[config.mk]
export PLATFORM = sky130hd
export DESIGN_NAME = sc_and_mult_ctrl
export DESIGN_NICKNAME = d
export VERILOG_FILES = /design/src/rtl/sc_pkg.sv /design/src/rtl/sc_lfsr.sv /design/src/rtl/sc_and_mult_ctrl.sv
export SDC_FILE = /design/constraint.sdc
export NUM_CORES = 1
export LEC_CHECK = 0
export ABC_AREA = 1
export CORE_MARGIN = 4
export CORE_UTILIZATION = 55
export DETAILED_ROUTE_END_ITERATION = 8
export HOLD_SLACK_MARGIN = 0.05
export PLACE_DENSITY = 0.83
export SYNTH_ARGS = -nofsm -noshare
export SYNTH_HDL_FRONTEND = slang
export SYNTH_SLANG_ARGS = --single-unit
[constraint.sdc]
create_clock -name CLK -period 4.2 [get_ports CLK]
set_clock_uncertainty 0.05 [all_clocks]
set_input_delay 0.63 -clock CLK [delete_from_list [all_inputs] [get_ports CLK]]
set_output_delay 0.63 -clock CLK [all_outputs]
set_load 0.05 [all_outputs]
[src/rtl/sc_pkg.sv]
// Shared definitions for the stochastic AND multiplier sequencer:
// FSM state encoding, maximal-length LFSR tap masks and a rotate helper.
package sc_pkg;

    typedef enum logic [1:0] {
        ST_IDLE = 2'd0,
        ST_FILL = 2'd1,
        ST_RUN  = 2'd2,
        ST_FIN  = 2'd3
    } sc_state_t;

    localparam int LFSR_MIN_W = 4;
    localparam int LFSR_MAX_W = 16;

    // Fibonacci feedback masks for a left-shifting LFSR; bit k-1 set means
    // register stage k feeds the XOR. Each entry gives a 2^W-1 period.
    function automatic logic [LFSR_MAX_W-1:0] lfsr_taps(input int width);
        logic [LFSR_MAX_W-1:0] taps;
        case (width)
            4:       taps = 16'h000C;
            5:       taps = 16'h0014;
            6:       taps = 16'h0030;
            7:       taps = 16'h0060;
            8:       taps = 16'h00B8;
            9:       taps = 16'h0110;
            10:      taps = 16'h0240;
            11:      taps = 16'h0500;
            12:      taps = 16'h0829;
            13:      taps = 16'h100D;
            14:      taps = 16'h2015;
            15:      taps = 16'h6000;
            16:      taps = 16'hD008;
            default: taps = 16'h0000;
        endcase
        return taps;
    endfunction

    // Rotate the low 'width' bits of value left by 'amount' (0 <= amount < width).
    function automatic logic [LFSR_MAX_W-1:0] rotl(input logic [LFSR_MAX_W-1:0] value,
                                                    input int amount,
                                                    input int width);
        logic [LFSR_MAX_W-1:0] mask;
        logic [LFSR_MAX_W-1:0] v;
        mask = 16'((32'h1 << width) - 32'h1);
        v    = value & mask;
        return ((v << amount) | (v >> (width - amount))) & mask;
    endfunction

endpackage

[src/rtl/sc_lfsr.sv]
// W-bit Fibonacci LFSR used as the shared random source of the SNGs.
// LOAD restarts the sequence at SEED; STEP advances one state.
module sc_lfsr #(
    parameter int          W    = 8,
    parameter logic [31:0] SEED = 32'd1
) (
    input  logic         CLK,
    input  logic         RST,
    input  logic         LOAD,
    input  logic         STEP,
    output logic [W-1:0] Q
);
    import sc_pkg::*;

    localparam logic [LFSR_MAX_W-1:0] TAPS_FULL = lfsr_taps(W);
    localparam logic [W-1:0]          TAPS      = TAPS_FULL[W-1:0];
    localparam logic [W-1:0]          SEED_W    = SEED[W-1:0];

    logic [W-1:0] lfsr_q;
    logic [W-1:0] lfsr_d;
    logic         feedback;

    // Next LFSR value: reload has priority over stepping, otherwise hold.
    always_comb begin
        feedback = ^(lfsr_q & TAPS);
        lfsr_d   = lfsr_q;
        if (LOAD) begin
            lfsr_d = SEED_W;
        end else if (STEP) begin
            lfsr_d = {lfsr_q[W-2:0], feedback};
        end
    end

    // State register; reset puts the generator back at the seed so it never sits at zero.
    always_ff @(posedge CLK or posedge RST) begin
        if (RST) begin
            lfsr_q <= SEED_W;
        end else begin
            lfsr_q <= lfsr_d;
        end
    end

    assign Q = lfsr_q;

endmodule

[src/rtl/sc_and_mult_ctrl.sv]
// Sequencer for a cascaded stochastic AND multiplier. Latches N operands,
// streams one full LFSR period of stochastic bits into the external AND block,
// counts ones on its output and returns the count with a START/DONE handshake.
module sc_and_mult_ctrl #(
    parameter int          N    = 3,
    parameter int          W    = 8,
    parameter logic [31:0] SEED = 32'd1
) (
    input  logic           CLK,
    input  logic           RST,
    input  logic           START,
    input  logic [N*W-1:0] OPS,
    output logic           BUSY,
    output logic           DONE,
    output logic [W-1:0]   RESULT,
    output logic           AND_EN,
    output logic [N-1:0]   AND_IN,
    input  logic           AND_OUT
);
    import sc_pkg::*;

    // Value of the RUN cycle counter on the last of the 2^W-1 stream cycles.
    localparam logic [W-1:0] LAST_CYC = {{(W-1){1'b1}}, 1'b0};

    sc_state_t      state_q, state_d;
    logic           busy_q, busy_d;
    logic           done_q, done_d;
    logic [W-1:0]   result_q, result_d;
    logic           and_en_q, and_en_d;
    logic [N-1:0]   and_in_q, and_in_d;
    logic [W-1:0]   ones_q, ones_d;
    logic [W-1:0]   cyc_q, cyc_d;
    logic [N*W-1:0] ops_q, ops_d;

    logic           lfsr_load;
    logic           lfsr_step;
    logic [W-1:0]   lfsr_val;
    logic [N-1:0]   sc_bits;

    sc_lfsr #(
        .W    (W),
        .SEED (SEED)
    ) u_lfsr (
        .CLK  (CLK),
        .RST  (RST),
        .LOAD (lfsr_load),
        .STEP (lfsr_step),
        .Q    (lfsr_val)
    );

    // One SNG comparator per operand; each sees the shared LFSR rotated by its index
    // so the streams are decorrelated without needing N separate generators.
    for (genvar g = 0; g < N; g++) begin : g_sng
        logic [W-1:0] rot_w;
        assign rot_w      = W'(rotl(16'(lfsr_val), g % W, W));
        assign sc_bits[g] = (ops_q[g*W +: W] >= rot_w);
    end

    // Next-state and next-output logic for the IDLE/FILL/RUN/FIN window sequence.
    always_comb begin
        state_d   = state_q;
        busy_d    = busy_q;
        done_d    = 1'b0;
        result_d  = result_q;
        and_en_d  = and_en_q;
        and_in_d  = and_in_q;
        ones_d    = ones_q;
        cyc_d     = cyc_q;
        ops_d     = ops_q;
        lfsr_load = 1'b0;
        lfsr_step = 1'b0;
        case (state_q)
            ST_IDLE: begin
                if (START) begin
                    ops_d     = OPS;
                    lfsr_load = 1'b1;
                    ones_d    = '0;
                    busy_d    = 1'b1;
                    state_d   = ST_FILL;
                end
            end
            ST_FILL: begin
                and_in_d  = sc_bits;
                lfsr_step = 1'b1;
                and_en_d  = 1'b1;
                cyc_d     = '0;
                state_d   = ST_RUN;
            end
            ST_RUN: begin
                if (AND_OUT) begin
                    ones_d = ones_q + 1'b1;
                end
                and_in_d  = sc_bits;
                lfsr_step = 1'b1;
                if (cyc_q == LAST_CYC) begin
                    and_en_d = 1'b0;
                    state_d  = ST_FIN;
                end else begin
                    cyc_d = cyc_q + 1'b1;
                end
            end
            ST_FIN: begin
                result_d = ones_q;
                done_d   = 1'b1;
                busy_d   = 1'b0;
                state_d  = ST_IDLE;
            end
            default: begin
                state_d = ST_IDLE;
            end
        endcase
    end

    // FSM state and registered outputs; reset aborts any window and clears everything.
    always_ff @(posedge CLK or posedge RST) begin
        if (RST) begin
            state_q  <= ST_IDLE;
            busy_q   <= 1'b0;
            done_q   <= 1'b0;
            result_q <= '0;
            and_en_q <= 1'b0;
            and_in_q <= '0;
            ones_q   <= '0;
            cyc_q    <= '0;
            ops_q    <= '0;
        end else begin
            state_q  <= state_d;
            busy_q   <= busy_d;
            done_q   <= done_d;
            result_q <= result_d;
            and_en_q <= and_en_d;
            and_in_q <= and_in_d;
            ones_q   <= ones_d;
            cyc_q    <= cyc_d;
            ops_q    <= ops_d;
        end
    end

    assign BUSY   = busy_q;
    assign DONE   = done_q;
    assign RESULT = result_q;
    assign AND_EN = and_en_q;
    assign AND_IN = and_in_q;

endmodule

# Yosys cells after proc, flatten, opt, wreduce, memory -nomap -nowiden
# Cells that the tools add are included.
[word_totals] out_inout_bits=14 elab_cells=56 ff_bits=64 inputBits=28
[op_classes] eq_ne=8 reduce_logical=13 muxes=18 bitwise=2 n_addsub=2 n_lt_le_gt_ge=3
[ops] operator="$mux W8" n=5
[ops] operator="$pmux W8 S2" n=2
[ops] operator="$ge A8 B8 Y1" n=3
[ops] operator="$add A8 B1 Y8 const B" n=2
[ops] operator="$reduce_and A2 Y1" n=5
[ops] operator="$eq A8 B8 Y1 const B" n=1
[ops] operator="$ne A2 B2 Y1 const B" n=4
[ops] operator="$or A8 B1 Y8" n=1
[ops] operator="$or A8 B2 Y8" n=1
[ops] operator="$pmux W2 S4" n=1
[ops] operator="$reduce_bool A2 Y1" n=4
[ops] operator="$reduce_xor A8 Y1" n=1
[ops] operator="$mux W1" n=6
[ops] operator="$eq A2 B2 Y1 const B" n=2
[ops] operator="$mux W2" n=2
[ops] operator="$pmux W1 S2" n=2
[ops] operator="$reduce_and A3 Y1" n=1
[ops] operator="$eq A2 B1 Y1 const B" n=1
[ops] operator="$logic_not A2 Y1" n=1
[ops] operator="$reduce_or A2 Y1" n=1

# Logic depth before layout (Yosys ltp)
[depth] word_depth=5 mapped_depth=9

# Modules after synthesis
# From an unflattened synthesis, not the netlist that was laid out.
[hier_totals] hier_cells=443 hier_area_um2=3504.6
[modules_own_cells] module="sc_and_mult_ctrl" instances=1 cells_each=397 area_each_um2=3139.3
[modules_own_cells] module="sc_lfsr" instances=1 cells_each=46 area_each_um2=365.4

# Worst setup path after synthesis
# OpenSTA, ideal clock, no wires.
[synth_path] path_kind="register to register" startpoint="reg state_q[0]" endpoint="reg ones_q[5]" n_path_buf=1 setup_time_ns=0.118 setup_slack_ns=2.768 stages_incl_launch_ff=9 arrival_ns=1.264 period_less_slack_ns=1.432 path_cell_list="dfrtp_1 inv_1 ha_1 inv_2 o21ai_1 nor2_2 buf_6 nand4_1 nand2_1"
[synth_via] elab_chain_len=3 elab_cells_between_ends=7 cone_classes="eq/ne (3); mux (1); reduce/logical (3)"
[synth_lines] element="from (decl)" line_no="sc_and_mult_ctrl.sv:25" rtl="sc_state_t state_q, state_d;"
[synth_lines] element="from (signal assigned)" line_no="sc_and_mult_ctrl.sv:127" rtl="state_q <= state_d;"
[synth_lines] element="$eq A2 B2 Y1 or $logic_not A2 Y1 (tied branches)" line_no="sc_and_mult_ctrl.sv:72" rtl="case (state_q)"
[synth_lines] element="$ne A2 B2 Y1 (no line) or $reduce_bool A2 Y1 (tied branches)"
[synth_lines] element="$reduce_and A3 Y1 (no line)"
[synth_lines] element="to (signal assigned)" line_no="sc_and_mult_ctrl.sv:133" rtl="ones_q <= ones_d;"
[synth_lines] element="to (decl)" line_no="sc_and_mult_ctrl.sv:31" rtl="logic [W-1:0] ones_q, ones_d;"
# Parallel ways exist; a longest one is shown, timed or not.
# A chain may end at the register's enable or synchronous reset.

# Final worst setup path
[layout_path] startpoint="reg and_in_q[0], in the netlist AND_IN[0]" endpoint="out AND_IN[0]"
[layout_lines] element="from (decl)" line_no="sc_and_mult_ctrl.sv:30" rtl="logic [N-1:0] and_in_q, and_in_d;"
[layout_lines] element="from (signal assigned)" line_no="sc_and_mult_ctrl.sv:132" rtl="and_in_q <= and_in_d;"
[layout_lines] element="to (decl)" line_no="sc_and_mult_ctrl.sv:17" rtl="output logic [N-1:0] AND_IN,"
# No word-level cell between the ends.

==> flow_summary.json <==
{
  "rsz0062_at_grt": "false",
  "slew_headroom": 0.422,
  "rrSetupSlack_ps": 1980,
  "final_nets": 528,
  "cts_root_buf": "clkbuf_8",
  "worst_slew_pin_slew_ps": 866,
  "rr_startpoint": "state_q[0]",
  "cp-startpoint": "AND_IN[0]",
  "core_area_sq_um": 5960,
  "cp_cell_sequence": "clkdlybuf4s50_1",
  "first_global_vias": 2779,
  "holdPathEnd": "RESULT[5]",
  "fp.dieH_um": 86.6,
  "drt-total-wl_um": 6950,
  "hpwl_um": 5150,
  "path_clk_slew_ps": 80,
  "grt_pass1_wl_um": 12200,
  "power_density_nw_per_um2": 320,
  "cts_made_buffers": 9,
  "clk_latency_ps": 350,
  "dieArea_sq_um": 7510,
  "die_w_um": 86.6,
  "dpl-instance-area_sq_um": 3870,
  "finalHoldViolCount": 0,
  "reg2regPathDepth": 7,
  "synthesis.nets": 484,
  "dp_cells": 533,
  "synthesis.area_sq_um": 3400,
  "cp.required_ps": 3520,
  "ios": 42,
  "critical_path_class": "register to primary output",
  "synth-seq-cells": 64,
  "numClockSinks": 64,
  "reg2reg_to": "ones_q[5]",
  "synth.avg_cell_area_sq_um": 8.00,
  "hp-start": "RESULT[5]",
  "synthCells": 425,
  "cts_tree": "built",
  "status": "finished clean",
  "grt_max_degree": 44,
  "setup_viol": 0,
  "synth_largest_area_cell": "dfrtp_1",
  "cp_max_fo": 2,
  "yosys_warnings": 0,
  "hold_depth": 2,
  "post-route-drc-count": 0,
  "via_count": 2827,
  "grt.total_usage": 0.207,
  "setup_tns_ps": 0,
  "firstDrtPassIters": 5,
  "hp-class": "register to register",
  "ys_types": 23,
  "globalplace.congestion": 0.800,
  "p_leak_nw": 2.20,
  "crit_buf_inv": 1,
  "critPathSlowestCell": "clkdlybuf4s50_1",
  "numPortBuffers": 41,
  "area_growth_pct": 19.6,
  "cts_resized": 0,
  "crit_arrival_ps": 1540,
  "n_antenna_cell": 0,
  "final_cells": 549,
  "drive_above_1_share": 0.0527,
  "drt_iter0_markers": 123,
  "max_freq_ghz": 0.450,
  "timing.final.max_slew_violations": 0,
  "cts_hold_buffers": 0,
  "fin_crit_sh": 0.529,
  "htreeDepth": 3,
  "ant_nets": 0,
  "vias_per_cell": 5.15,
  "critPathMaxStageDelay_ps": 810,
  "fp-row-count": 28,
  "period_needed_ps": 2220,
  "end_kind": "primary output",
  "ir_drop_uv": 189,
  "clock_path_buffers": 2,
  "synth.area.top_cells": "dfrtp_1 (46%), nand2_1 (17%), ha_1 (11%)",
  "initial_core_util": 0.571,
  "ys_seq_area_frac": 0.471,
  "crit_path_start_kind": "register",
  "cp_top_family": "buffers and inverters",
  "drv_cap": 0,
  "wl_per_cell_um": 12.7,
  "final_cell_area_sq_um": 4070,
  "gr-total-overflow": 0,
  "postCtsSetupBuffers": 0,
  "antenna_found_initial": 0,
  "synth_top_area_frac": 0.463
}
layout make-up:
cell class / count / area [sq um]
fill: 493 / 1890
sequential: 64 / 1600
multi-input combinational: 295 / 1540
timing repair buffer: 43 / 425
inverter: 56 / 210
clock buffer: 11 / 141
tap: 75 / 93.8
clock inverter: 5 / 56.3
how the worst max path moves through the flow:
stage | end | slack [ps] | cells past startpoint
6_report | AND_IN[0] | 1980 | 1
5_1_grt | ones_q[5] | 1850 | 7
4_1_cts | AND_IN[0] | 1960 | 1
3_5_place_dp | ops_q[16] | 1730 | 5
3_3_place_gp | ops_q[8] | 1800 | 5
2_1_floorplan | AND_EN | 1920 | 1
cells by family (layout without fill, tap and decap cells):
group | Yosys count | in the layout | synth area share
AOI/OAI and AO/OA | 50 | 50 | 0.0758
xor gates and xnor gates | 3 | 3 | 0.00772
adders and majority gates | 31 | 31 | 0.114
buffers and inverters | 66 | 115 | 0.0765
DFF | 64 | 64 | 0.471
and+or+nand+nor | 211 | 211 | 0.255
worst reg2reg max path, stage by stage, from the launching register on:
cell	delay (ps)
dfrtp_1	410
inv_1	110
ha_1	560
nor2_1	170
nor2_2	480
inv_1	180
nand2_1	100
nand2_1	50
where the power goes:
| group | total (W) | leakage, nW | internal [W] | switching, W |
|---|---|---|---|---|
| registers | 0.000662 | 0.839 | 0.000638 | 0.0000237 |
| clock network | 0.000532 | 0.0993 | 0.000289 | 0.000243 |
| logic | 0.000108 | 1.26 | 0.0000487 | 0.0000597 |
| total | 0.00130 | 2.20 | 0.000976 | 0.000327 |
cells in the final DEF (no fill, tap or decap):
cell type and n:
inv_1 54, a21oi_1 13, clkbuf_1 1, xor2_1 1, dfstp_2 1, clkinv_4 1
nand2_2 2, xnor2_1 2, o21bai_1 3, o21ai_0 22, nand4_1 9, buf_4 2
clkinvlp_4 1, nand2_4 1, nand2_1 153, dfrtp_1 63, nand3_1 25, clkbuf_8 10
nor3_1 3, o21ai_1 12, ha_1 31, nor2_1 16, bufinv_16 1, nor2_2 2
inv_2 2, clkinv_2 2, clkdlybuf4s50_1 41
sequential cells by signal (all words and copies together), names as in the netlist:
| signal | count |
|---|---|
| AND_EN | 1 |
| state_q | 2 |
| RESULT | 8 |
| BUSY | 1 |
| DONE | 1 |
| ops_q | 24 |
| u_lfsr.Q | 8 |
| AND_IN | 3 |
| cyc_q | 8 |
| ones_q | 8 |
cells in the mapped netlist, drive strengths merged:
master    n
a21oi    13
nand3    25
inv      56
buf       6
clkbuf    4
o21ai    34
xor2      1
o21bai    3
dfrtp    63
nor2     18
ha       31
xnor2     2
dfstp     1
nand2   156
nand4     9
nor3      3
metal layers:
metal | vias up | global-route usage | part of all wire
li1 | 1434 | - | -
met1 | 1315 | 0.259 | 0.44
met2 | 65 | 0.346 | 0.49
met3 | 13 | 0.0456 | 0.045
met4 | 0 | 0.0892 | 0.024
met5 | - | 0 | 0
per-stage QoR:
step                      power (W)  hold WS [ps]  setup slack, ps  utilization
after floorplan            0.000736           405             1920            -
after CTS                   0.00131           427             1960        0.683
final                       0.00130           423             1980        0.683
after global placement     0.000779           406             1800        0.650
after global routing        0.00137           462             1850        0.683
after detailed placement   0.000783           409             1730        0.650
(Power assumes the default switching activity.)
